## src/rtl/alu_seq_if.sv

```systemverilog
// alu_seq_if: issue/complete bundle between the controller and alu_seq.
//   start, opcode, a, b   : issue request and operands (controller -> ALU)
//   ready                 : ALU idle, an issue is accepted this edge
//   done                  : one-cycle pulse, result/flags just updated
//   result, flags         : registered result and {Z, C, O, L, N} status
interface alu_seq_if #(
    parameter int WIDTH = 16
);
    logic             start;
    logic [3:0]       opcode;
    logic [WIDTH-1:0] a;
    logic [WIDTH-1:0] b;
    logic             ready;
    logic             done;
    logic [WIDTH-1:0] result;
    logic [4:0]       flags;

    modport master (
        output start, opcode, a, b,
        input  ready, done, result, flags
    );

    modport slave (
        input  start, opcode, a, b,
        output ready, done, result, flags
    );
endinterface

```

## src/rtl/alu_seq.sv

```systemverilog
// alu_seq: sequential parametrised ALU with a persistent {Z,C,O,L,N} status
// register, an iterative one-bit-per-cycle shifter and a shift-add unsigned
// multiplier.
//   clk    : rising-edge clock
//   reset  : synchronous active-high reset, aborts any op in flight
//   bus    : alu_seq_if slave port (start/opcode/a/b in; ready/done/result/flags out)
module alu_seq #(
    parameter int WIDTH = 16
) (
    input  logic     clk,
    input  logic     reset,
    alu_seq_if.slave bus
);
    localparam int CW = $clog2(WIDTH + 1);

    localparam logic [3:0] OP_NOP  = 4'b0000;
    localparam logic [3:0] OP_AND  = 4'b0001;
    localparam logic [3:0] OP_OR   = 4'b0010;
    localparam logic [3:0] OP_XOR  = 4'b0011;
    localparam logic [3:0] OP_LSH  = 4'b0100;
    localparam logic [3:0] OP_ADD  = 4'b0101;
    localparam logic [3:0] OP_ADDU = 4'b0110;
    localparam logic [3:0] OP_ADDC = 4'b0111;
    localparam logic [3:0] OP_NOT  = 4'b1000;
    localparam logic [3:0] OP_SUB  = 4'b1001;
    localparam logic [3:0] OP_SUBC = 4'b1010;
    localparam logic [3:0] OP_CMP  = 4'b1011;
    localparam logic [3:0] OP_ASHU = 4'b1100;
    localparam logic [3:0] OP_MUL  = 4'b1110;

    // Flag bit positions within the status register
    localparam int FZ = 4;
    localparam int FC = 3;
    localparam int FO = 2;
    localparam int FL = 1;
    localparam int FN = 0;

    typedef enum logic [1:0] {IDLE, SHIFT, MUL} state_t;

    state_t             state, state_next;
    logic [CW-1:0]      cnt;
    logic [WIDTH-1:0]   sh_val;
    logic               sh_right;
    logic               sh_arith;
    logic [2*WIDTH-1:0] acc;
    logic [2*WIDTH-1:0] mcand;
    logic [WIDTH-1:0]   mplier;
    logic [WIDTH-1:0]   result_q;
    logic [4:0]         flags_q;
    logic               done_q;

    logic               cin;
    logic [WIDTH:0]     sum_ext;
    logic [WIDTH:0]     diff_ext;
    logic               add_ovf;
    logic               sub_ovf;
    logic [WIDTH:0]     b_ext;
    logic [WIDTH:0]     b_mag;
    logic [CW-1:0]      n_shift;
    logic [WIDTH-1:0]   sh_step;
    logic [2*WIDTH-1:0] acc_step;
    logic               last_iter;

    assign bus.result = result_q;
    assign bus.flags  = flags_q;
    assign bus.done   = done_q;

    // Operand arithmetic for the single-cycle ops
    always_comb begin
        cin      = ((bus.opcode == OP_ADDC) || (bus.opcode == OP_SUBC)) & flags_q[FC];
        sum_ext  = {1'b0, bus.a} + {1'b0, bus.b} + (WIDTH+1)'(cin);
        // Bit WIDTH of the extended difference is set exactly when a < b + cin
        diff_ext = {1'b0, bus.a} - {1'b0, bus.b} - (WIDTH+1)'(cin);
        add_ovf  = (bus.a[WIDTH-1] == bus.b[WIDTH-1]) && (sum_ext[WIDTH-1] != bus.a[WIDTH-1]);
        sub_ovf  = (bus.a[WIDTH-1] != bus.b[WIDTH-1]) && (diff_ext[WIDTH-1] != bus.a[WIDTH-1]);
    end

    // Shift count: |b| in WIDTH+1 bits so the most-negative b does not wrap
    always_comb begin
        b_ext = {bus.b[WIDTH-1], bus.b};
        b_mag = bus.b[WIDTH-1] ? -b_ext : b_ext;
        if (b_mag > (WIDTH+1)'(WIDTH)) begin
            n_shift = CW'(WIDTH);
        end else begin
            n_shift = b_mag[CW-1:0];
        end
    end

    // One iteration of the shifter and the multiplier
    always_comb begin
        if (sh_right) begin
            sh_step = {sh_arith & sh_val[WIDTH-1], sh_val[WIDTH-1:1]};
        end else begin
            sh_step = {sh_val[WIDTH-2:0], 1'b0};
        end
        acc_step  = acc + (mplier[0] ? mcand : '0);
        last_iter = (cnt == CW'(1));
    end

    // FSM state register
    always_ff @(posedge clk) begin
        if (reset) begin
            state <= IDLE;
        end else begin
            state <= state_next;
        end
    end

    // FSM next-state logic
    always_comb begin
        state_next = state;
        case (state)
            IDLE: begin
                if (bus.start) begin
                    if (((bus.opcode == OP_LSH) || (bus.opcode == OP_ASHU)) && (n_shift != '0)) begin
                        state_next = SHIFT;
                    end else if (bus.opcode == OP_MUL) begin
                        state_next = MUL;
                    end
                end
            end
            SHIFT, MUL: begin
                if (last_iter) begin
                    state_next = IDLE;
                end
            end
            default: state_next = IDLE;
        endcase
    end

    // FSM outputs
    always_comb begin
        bus.ready = (state == IDLE);
    end

    // Datapath, result/status registers and done pulse
    always_ff @(posedge clk) begin
        if (reset) begin
            result_q <= '0;
            flags_q  <= '0;
            done_q   <= 1'b0;
            cnt      <= '0;
            sh_val   <= '0;
            sh_right <= 1'b0;
            sh_arith <= 1'b0;
            acc      <= '0;
            mcand    <= '0;
            mplier   <= '0;
        end else begin
            done_q <= 1'b0;
            case (state)
                IDLE: begin
                    if (bus.start) begin
                        case (bus.opcode)
                            OP_ADD, OP_ADDC: begin
                                result_q    <= sum_ext[WIDTH-1:0];
                                flags_q[FC] <= sum_ext[WIDTH];
                                flags_q[FO] <= add_ovf;
                                done_q      <= 1'b1;
                            end
                            OP_ADDU: begin
                                result_q <= sum_ext[WIDTH-1:0];
                                done_q   <= 1'b1;
                            end
                            OP_SUB, OP_SUBC: begin
                                result_q    <= diff_ext[WIDTH-1:0];
                                flags_q[FC] <= diff_ext[WIDTH];
                                flags_q[FO] <= sub_ovf;
                                done_q      <= 1'b1;
                            end
                            OP_CMP: begin
                                flags_q[FZ] <= (bus.a == bus.b);
                                flags_q[FL] <= (bus.a < bus.b);
                                flags_q[FN] <= ($signed(bus.a) < $signed(bus.b));
                                done_q      <= 1'b1;
                            end
                            OP_AND: begin
                                result_q <= bus.a & bus.b;
                                done_q   <= 1'b1;
                            end
                            OP_OR: begin
                                result_q <= bus.a | bus.b;
                                done_q   <= 1'b1;
                            end
                            OP_XOR: begin
                                result_q <= bus.a ^ bus.b;
                                done_q   <= 1'b1;
                            end
                            OP_NOT: begin
                                result_q <= ~bus.a;
                                done_q   <= 1'b1;
                            end
                            OP_LSH, OP_ASHU: begin
                                if (n_shift == '0) begin
                                    result_q <= bus.a;
                                    done_q   <= 1'b1;
                                end else begin
                                    sh_val   <= bus.a;
                                    cnt      <= n_shift;
                                    sh_right <= bus.b[WIDTH-1];
                                    sh_arith <= (bus.opcode == OP_ASHU);
                                end
                            end
                            OP_MUL: begin
                                acc    <= '0;
                                mcand  <= {{WIDTH{1'b0}}, bus.a};
                                mplier <= bus.b;
                                cnt    <= CW'(WIDTH);
                            end
                            default: done_q <= 1'b1;
                        endcase
                    end
                end
                SHIFT: begin
                    sh_val <= sh_step;
                    cnt    <= cnt - CW'(1);
                    if (last_iter) begin
                        result_q <= sh_step;
                        done_q   <= 1'b1;
                    end
                end
                MUL: begin
                    acc    <= acc_step;
                    mcand  <= mcand << 1;
                    mplier <= mplier >> 1;
                    cnt    <= cnt - CW'(1);
                    // Final partial product is folded in on the same edge that publishes
                    if (last_iter) begin
                        result_q    <= acc_step[WIDTH-1:0];
                        flags_q[FC] <= |acc_step[2*WIDTH-1:WIDTH];
                        done_q      <= 1'b1;
                    end
                end
                default: ;
            endcase
        end
    end
endmodule
```

## src/flat_wrapper.sv

```systemverilog
// flat-port wrapper written by rule: the top's interface ports become plain ports
module alu_seq_flat 
#(
    parameter int WIDTH = 16
)
  (clk, reset, bus_start, bus_opcode, bus_a, bus_b, bus_ready, bus_done, bus_result, bus_flags);
  alu_seq_if #(.WIDTH(WIDTH)) bus_i ();
  input  logic clk;
  input  logic reset;
  input wire logic [$bits(bus_i.start)-1:0] bus_start;
  input wire logic [$bits(bus_i.opcode)-1:0] bus_opcode;
  input wire logic [$bits(bus_i.a)-1:0] bus_a;
  input wire logic [$bits(bus_i.b)-1:0] bus_b;
  output wire logic [$bits(bus_i.ready)-1:0] bus_ready;
  output wire logic [$bits(bus_i.done)-1:0] bus_done;
  output wire logic [$bits(bus_i.result)-1:0] bus_result;
  output wire logic [$bits(bus_i.flags)-1:0] bus_flags;
  assign bus_i.start = bus_start;
  assign bus_i.opcode = bus_opcode;
  assign bus_i.a = bus_a;
  assign bus_i.b = bus_b;
  assign bus_ready = bus_i.ready;
  assign bus_done = bus_i.done;
  assign bus_result = bus_i.result;
  assign bus_flags = bus_i.flags;
  alu_seq #(.WIDTH(WIDTH)) u_core (.clk(clk), .reset(reset), .bus(bus_i));
endmodule
```

## config.mk

```make
export PLATFORM = sky130hd
export DESIGN_NAME = alu_seq_flat
export DESIGN_NICKNAME = d
export VERILOG_FILES = /design/src/rtl/alu_seq_if.sv /design/src/rtl/alu_seq.sv /design/src/flat_wrapper.sv
export SDC_FILE = /design/constraint.sdc
export NUM_CORES = 1
export LEC_CHECK = 0
export ABC_AREA = 1
export BUFFER_PORTS_ARGS = -buffer_cell sky130_fd_sc_hd__buf_2
export CORE_ASPECT_RATIO = 0.75
export CORE_MARGIN = 2
export CORE_UTILIZATION = 69
export DETAILED_ROUTE_END_ITERATION = 6
export PLACE_DENSITY = 0.88
export SYNTH_ARGS = -nofsm -noshare
export SYNTH_HDL_FRONTEND = slang
export SYNTH_SLANG_ARGS = --single-unit
```

## constraint.sdc

```tcl
create_clock -name clk -period 5.49 [get_ports clk]
set_clock_uncertainty 0.1 [all_clocks]
set_input_delay 0.549 -clock clk [delete_from_list [all_inputs] [get_ports clk]]
set_output_delay 0.549 -clock clk [all_outputs]
set_load 0.005 [all_outputs]
```

==> impl_metrics.json, run 1 <==
{
  "final_hold_viol_count": 0,
  "p_leak_nw": 7.057,
  "io_pins": 62,
  "antenna_found_initial": 0,
  "slew_viol_final": 0,
  "insertion_delay_ns": 0.44,
  "layout-drive-gt1-share_pct": 6.483,
  "clk_pin_slew_ns": 0.07,
  "cts_buffers": 17,
  "grt_max_degree": 86,
  "synth_warnings": 0,
  "grt_overflow_total": 0,
  "ant_nets": 0,
  "wl_um": 44740,
  "cts_tree": "done",
  "grt_pass1_vias": 13120,
  "period_share_pct": 69.29,
  "r2r_slack_ns": 1.69,
  "fmax_ghz": 0.2629,
  "cp.arrival_ns": 4.02,
  "diodes": 0,
  "dieWidth_um": 159.0,
  "htreeDepth": 4,
  "synth_ff_type": "dfxtp_1",
  "area_growth_pct": 7.732,
  "max-vdd-ir-drop_mv": 0.3716,
  "crit_path_start_kind": "flip-flop",
  "synth_cell_type_count": 46,
  "netlist_area_um2": 12430,
  "r2r_cells": 17,
  "die-area_um2": 19110,
  "tightest_slew_ns": 1.431,
  "status": "finished clean",
  "grt_pass1_wl_um": 69890,
  "synthArstFlopShare_pct": 0,
  "setup.worst_path.end": "u_core.bus.flags[3]$_SDFFE_PP0P_",
  "final-setup-viol-count": 0,
  "maxCapViolations": 0,
  "rows": 42,
  "crit_required_ns": 5.71,
  "hold_buffers": 0,
  "r2r-start": "u_core.mplier[0]$_SDFFE_PP0P_",
  "seq_area_frac_synth_pct": 20.46,
  "startpoint": "u_core.mplier[0]$_SDFFE_PP0P_",
  "cts_max_path_buffers": 2,
  "rsz0062_at_grt": "false",
  "postLayoutCoreUtil_pct": 75.82,
  "p_per_area_nw_per_um2": 298.4,
  "post_cts_resized": 0,
  "gp_congestion": 1.159,
  "synth_cells": 2146,
  "wl_per_cell_um": 18.51,
  "drt_iter0_markers": 2339,
  "cts_setup_buffers": 0,
  "path_class": "flip-flop to flip-flop",
  "first_pass_iters": 7,
  "via_per_inst": 6.155,
  "cp_max_fo": 20,
  "place_hpwl_um": 33640,
  "nets": 2322,
  "cp-end-kind": "flip-flop",
  "fp.dieH_um": 120.2,
  "syn_nets": 2306,
  "syn_avg_cell_area_um2": 5.791,
  "portBuffers": 61,
  "core_area_um2": 17660,
  "stdcell_count": 2417,
  "min_period_ns": 3.804,
  "synth_edf_count": 0,
  "initial_core_util_pct": 70.38,
  "placed_cells": 2385,
  "cts_root_buf": "clkbuf_16",
  "hold_path.class": "input pin to flip-flop",
  "ys_ff_latch": 127,
  "relSlewSlack_pct": 3.889,
  "drc": 0,
  "cts.sinks": 127,
  "vias": 14880,
  "grt_use_total_pct": 46.30,
  "fin_tns_setup_ns": 0,
  "reg2reg_to": "u_core.bus.flags[3]$_SDFFE_PP0P_"
}
-- where the power goes --
part	internal (mW)	switching, mW	leakage [nW]
combinational	0.478	1.09	5.72
sequential	1.08	0.138	1.03
clock	0.659	0.554	0.303
-- per-layer routing --
metal	track usage, %	part of all wire (%)
met3	20.17	18
met4	13.92	3.3
met2	61.52	37
met5	0	0
met1	66.63	42
-- stage by stage --
step	setup WS [ns]	instance area, µm²	power, mW	hold WS, ns
after global routing	1.541	13390	4.181	0.3594
after CTS	1.875	13390	3.902	0.3495
final	1.686	13390	3.995	0.3475
after detailed placement	1.947	12760	2.705	0.3648
after floorplan	2.583	12430	2.284	0.3454
after global placement	2.034	12760	2.651	0.3547
-- state kept, by name (all words and copies together), names as in the netlist --
name and flops:
u_core.bus.result 16, u_core.sh_val 16, u_core.acc 32, u_core.state 2
u_core.mplier 16, u_core.mcand 32, u_core.bus.done 1, u_core.cnt 5
u_core.sh_right 1, u_core.sh_arith 1, u_core.bus.flags 5
-- kinds of logic (layout without fill, tap and decap cells) --
family                   after synthesis  in the layout  share of synthesized area, %
buffers and inverters                370            399                         11.77
flip-flops                           127            127                         20.46
AO/OA/AOI/OAI                        389            389                         16.90
adder cells (fa/ha/maj)              121            121                         12.48
XOR/XNOR                               8              8                        0.5639
AND/OR/NAND/NOR                     1131           1131                         37.82
-- cells in the mapped netlist, types with 4 or more instances --
master	instances	area, µm²
a21oi_1	180	900.9
a31oi_1	34	212.7
buf_2	13	65.06
buf_6	5	56.30
clkbuf_1	50	187.7
dfxtp_1	127	2542
fa_1	5	100.1
ha_1	116	1451
inv_1	293	1100
nand2_1	669	2511
nand2_2	7	43.79
nand3_1	147	735.7
nand3_2	5	50.05
nand3b_1	6	45.04
nand4_1	32	200.2
nor2_1	219	822.0
nor3_1	24	120.1
nor4_1	4	25.02
o211ai_1	6	45.04
o21ai_0	129	645.6
o21bai_1	5	37.54
o22ai_1	16	100.1
or2_2	8	50.05
xor2_1	8	70.07
-- worst min path at each step --
stage	depth (start not counted)	endpoint	start
2_1_floorplan	2	u_core.mcand[31]$_SDFFE_PP0P_	u_core.mcand[31]$_SDFFE_PP0P_
3_3_place_gp	2	u_core.mplier[15]$_SDFFE_PP0P_	u_core.mplier[15]$_SDFFE_PP0P_
3_5_place_dp	2	u_core.mcand[31]$_SDFFE_PP0P_	u_core.mcand[31]$_SDFFE_PP0P_
4_1_cts	3	u_core.mplier[2]$_SDFFE_PP0P_	bus_b[2]
5_1_grt	3	u_core.sh_arith$_SDFFE_PP0P_	bus_opcode[3]
6_report	3	u_core.mplier[2]$_SDFFE_PP0P_	bus_b[2]
-- layout make-up --
type	instances	area, µm²
Sequential cell	127	2542
Clock inverter	15	197.7
Tap cell	242	302.8
Timing Repair Buffer	70	372.9
Inverter	297	1115
Multi-Input combinational cell	1649	8432
Clock buffer	17	425.4
Fill cell	1496	4269
-- cell usage in the layout, fill, tap and decap left out, types with 3 or more instances in the layout --
cell	instances
nand4_1	32
or2_2	8
inv_6	4
nand3_2	5
nand3b_1	6
clkbuf_16	17
inv_2	4
xor2_1	8
ha_1	116
inv_1	292
o21bai_1	5
dfxtp_1	127
fa_1	5
a21oi_1	178
buf_4	9
o21ai_0	129
a31oi_1	34
a21oi_2	5
nor2_1	218
a211oi_1	3
o31ai_1	3
o22ai_1	16
nand2_1	669
buf_2	61
nand3_1	147
nor4_1	4
o211ai_1	6
nor2_2	4
nand2_2	7
clkinv_8	5
nor3_1	24
inv_8	3
-- critical path, stage by stage (launching register included) --
cell and delay [ns]:
dfxtp_1 0.68, buf_4 0.35, nand2_1 0.08, inv_1 0.07, ha_1 0.31, nand2_1 0.26
nor2_1 0.24, inv_1 0.06, nor2_1 0.28, nand3_1 0.23, nand2_1 0.11, nand2_1 0.07
nand2_1 0.07, nand2_1 0.05, nor2_1 0.29, nand3_1 0.22, nand2_1 0.12, a21oi_1 0.07
Power figures use the tool's default switching activity.
==> inputs of run 2 (changes only) <==
- ABC_AREA: 1 -> 0
- CORE_UTILIZATION: 69 -> 57
- PLACE_DENSITY: 0.88 -> 0.78
- clock period: 5.49 -> 3.1 ns (I/O delays scaled with it)
==> run 2 against run 1 <==
The run now ends with design-rule violations, negative setup slack left. Worst hold slack got worse by 0.15 ns. Cell area grew 17%. Utilization is 5.1 points higher. Setup slack worse by 2.2 ns. First-iteration DRC count fell by 2.0%. Largest cell class unchanged. Largest power group is now the clock network. Highest routed layer unchanged.
==> impl_metrics.json, run 2 <==
{
  "synthArstFlopShare_pct": 0,
  "synth_common_cells": "nor2_1, a21oi_1, nand2_1",
  "setup_ws_ns": -0.5266,
  "place_hpwl_um": 30320,
  "period_share_pct": 117.0,
  "hold_buffers": 0,
  "ant_nets": 0,
  "layout_common_cells": "buf_4, nor2_1, nand2_1",
  "cts_max_path_buffers": 2,
  "grt_use_met3_pct": 10.62,
  "grt_util_met2_pct": 61.16,
  "synth_ff_type": "dfxtp_1",
  "synth_cell_type_count": 75,
  "cp_max_fo": 8,
  "core_area_um2": 19380,
  "max-vdd-ir-drop_mv": 0.5015,
  "relSlewSlack_pct": 29.67,
  "wl_um": 47430,
  "use_met1_pct": 57.52,
  "setup.worst_path.end": "u_core.bus.flags[3]$_SDFFE_PP0P_",
  "top_usage_layer": "met2",
  "min-delay-start": "bus_a[11]",
  "startpoint": "u_core.mplier[0]$_SDFFE_PP0P_",
  "synth_top_area_share_pct": 22.54,
  "grt_pass1_wl_um": 68370,
  "antenna_found_initial": 0,
  "nets": 1948,
  "cts_buffers": 17,
  "reg2reg_to": "u_core.bus.flags[3]$_SDFFE_PP0P_",
  "min_period_ns": 3.627,
  "grt_overflow_total": 0,
  "synth_cells": 1511,
  "initial_core_util_pct": 58.22,
  "top_regs": "u_core.acc (32), u_core.mcand (32)",
  "power_mw": 5.473,
  "slew_viol_final": 0,
  "wl_per_cell_um": 23.09,
  "maxCapViolations": 0,
  "dieWidth_um": 166.5,
  "drt_iter0_markers": 2292,
  "violations": "design-rule violations, negative setup slack",
  "r2r_cells": 14,
  "synth_warnings": 0,
  "final-setup-viol-count": 44,
  "io_pins": 62,
  "cp-end-kind": "flip-flop",
  "first_pass_iters": 7,
  "p_per_area_nw_per_um2": 349.0,
  "htreeDepth": 4,
  "post-place-ws_ns": -0.8529,
  "via_per_inst": 6.741,
  "drc": 10,
  "r2r-start": "u_core.mplier[0]$_SDFFE_PP0P_",
  "grt_use_total_pct": 41.01,
  "synth_edf_count": 0,
  "path_class": "flip-flop to flip-flop",
  "crit_path_start_kind": "flip-flop",
  "status": "finished with violations",
  "grt_pass1_vias": 12480,
  "grt_max_degree": 64,
  "cts_root_buf": "clkbuf_16",
  "hold_path.class": "input pin to flip-flop",
  "placed_cells": 1991,
  "synth_area_leaders": "dfxtp_1, ha_1, a21oi_1",
  "ys_ff_latch": 127,
  "fp.dieH_um": 125.8,
  "yosysTopAreaCell": "dfxtp_1",
  "fin_tns_setup_ns": -5.669,
  "tightest_slew_ns": 1.048,
  "die-area_um2": 20950,
  "area_growth_pct": 38.99,
  "vias": 13850,
  "fmax_ghz": 0.2757,
  "diodes": 0,
  "crit_required_ns": 3.31,
  "p_leak_nw": 6.734,
  "cts.sinks": 127,
  "yosysMostFrequentCell": "nor2_1",
  "r2r_slack_ns": -0.53,
  "stdcell_count": 2054,
  "final_common_cell": "buf_4",
  "portBuffers": 61,
  "netlist_area_um2": 11280,
  "syn_avg_cell_area_um2": 7.467,
  "syn_nets": 1671,
  "insertion_delay_ns": 0.45,
  "clk_pin_slew_ns": 0.08,
  "rsz0062_at_grt": "true",
  "final_hold_viol_count": 0,
  "gp_congestion": 1.015,
  "layout-drive-gt1-share_pct": 32.54,
  "rows": 44,
  "cp.arrival_ns": 3.83,
  "seq_area_frac_synth_pct": 22.54,
  "cts_tree": "done"
}
==> run 2: changes by cell type in the layout (fill, tap and decap cells not counted), sizes merged, moves of 25 or more <==
cell	change
o21ai	-57
mux2i	+45
nor2	-60
a211oi	+49
buf	+285
inv	-221
xnor2	+35
nand2	-538
nand3	-108
nand4	-25
a21oi	-30
and2	+33
==> run 2: repair_timing <==
action / CTS / global route
gates cloned: 4 / 0
buffers inserted: 21 / 14
setup endpoints to repair: 49 / 53
pin swaps: 33 / 66
gates resized for setup: 106 / 121
==> run 2: per-stage QoR <==
stage	hold WS [ns]	util (%)	area [µm²]
after floorplan	0.3319	-	11500
after global placement	0.3412	70.82	13720
after detailed placement	0.3438	70.82	13720
after CTS	0.1917	77.98	15110
after global routing	0.2274	80.92	15680
final	0.1982	80.92	15680
==> run 2: final cells by class <==
cell class              instances  area [µm²]
repair buffers                355        2704
inverters                      77       295.3
clock inverters                15       172.7
clock buffers                  17       425.4
fillers                      1224        3697
flip-flops and latches        127        2550
well taps                     253       316.6
multi-input cells            1210        9218
==> run 2: report_power, final <==
part	switching, mW	internal, mW
Sequential	0.0473	1.68
Clock	0.920	1.22
Combinational	0.916	0.695
Total	1.88	3.59
==> run 2: worst min path at each step <==
| stage | to | cells past startpoint |
|---|---|---|
| after floorplan | u_core.mcand[31]$_SDFFE_PP0P_ | 2 |
| after global placement | u_core.bus.result[11]$_SDFFE_PP0P_ | 2 |
| after detailed placement | u_core.bus.result[11]$_SDFFE_PP0P_ | 2 |
| after CTS | u_core.mcand[0]$_SDFFE_PP0P_ | 4 |
| after global routing | u_core.mcand[11]$_SDFFE_PP0P_ | 3 |
| final | u_core.mcand[11]$_SDFFE_PP0P_ | 3 |
==> run 2: logic make-up (layout without fill, tap and decap cells) <==
| group | Yosys count | count (layout) | share of synthesized area [%] |
|---|---|---|---|
| AOI/OAI and AO/OA | 470 | 470 | 27.18 |
| and+or+nand+nor | 506 | 506 | 21.14 |
| buffers and inverters | 174 | 464 | 5.878 |
| adders and majority gates | 121 | 121 | 13.75 |
| muxes | 56 | 56 | 5.090 |
| xor gates and xnor gates | 57 | 57 | 4.425 |
| DFF | 127 | 127 | 22.54 |
==> run 2: metal layers <==
layer | wire length (µm) | vias up
met4 | 2766 | 0
li1 | - | 6006
met5 | 0 | -
met3 | 6409 | 302
met1 | 18680 | 6428
met2 | 19580 | 1110
==> run 2: worst max-delay path, cell delays in order (launching register included) <==
cell       delay (ns)
dfxtp_4          0.39
buf_6            0.15
and2_1           0.16
ha_1             0.35
o21ai_1          0.38
o21ai_2          0.16
a21oi_4          0.17
buf_6            0.16
a31oi_4          0.11
a2111oi_4        0.40
o21bai_1         0.16
a21oi_2          0.24
xnor2_2          0.14
nor4bb_4         0.31
o211ai_1         0.11
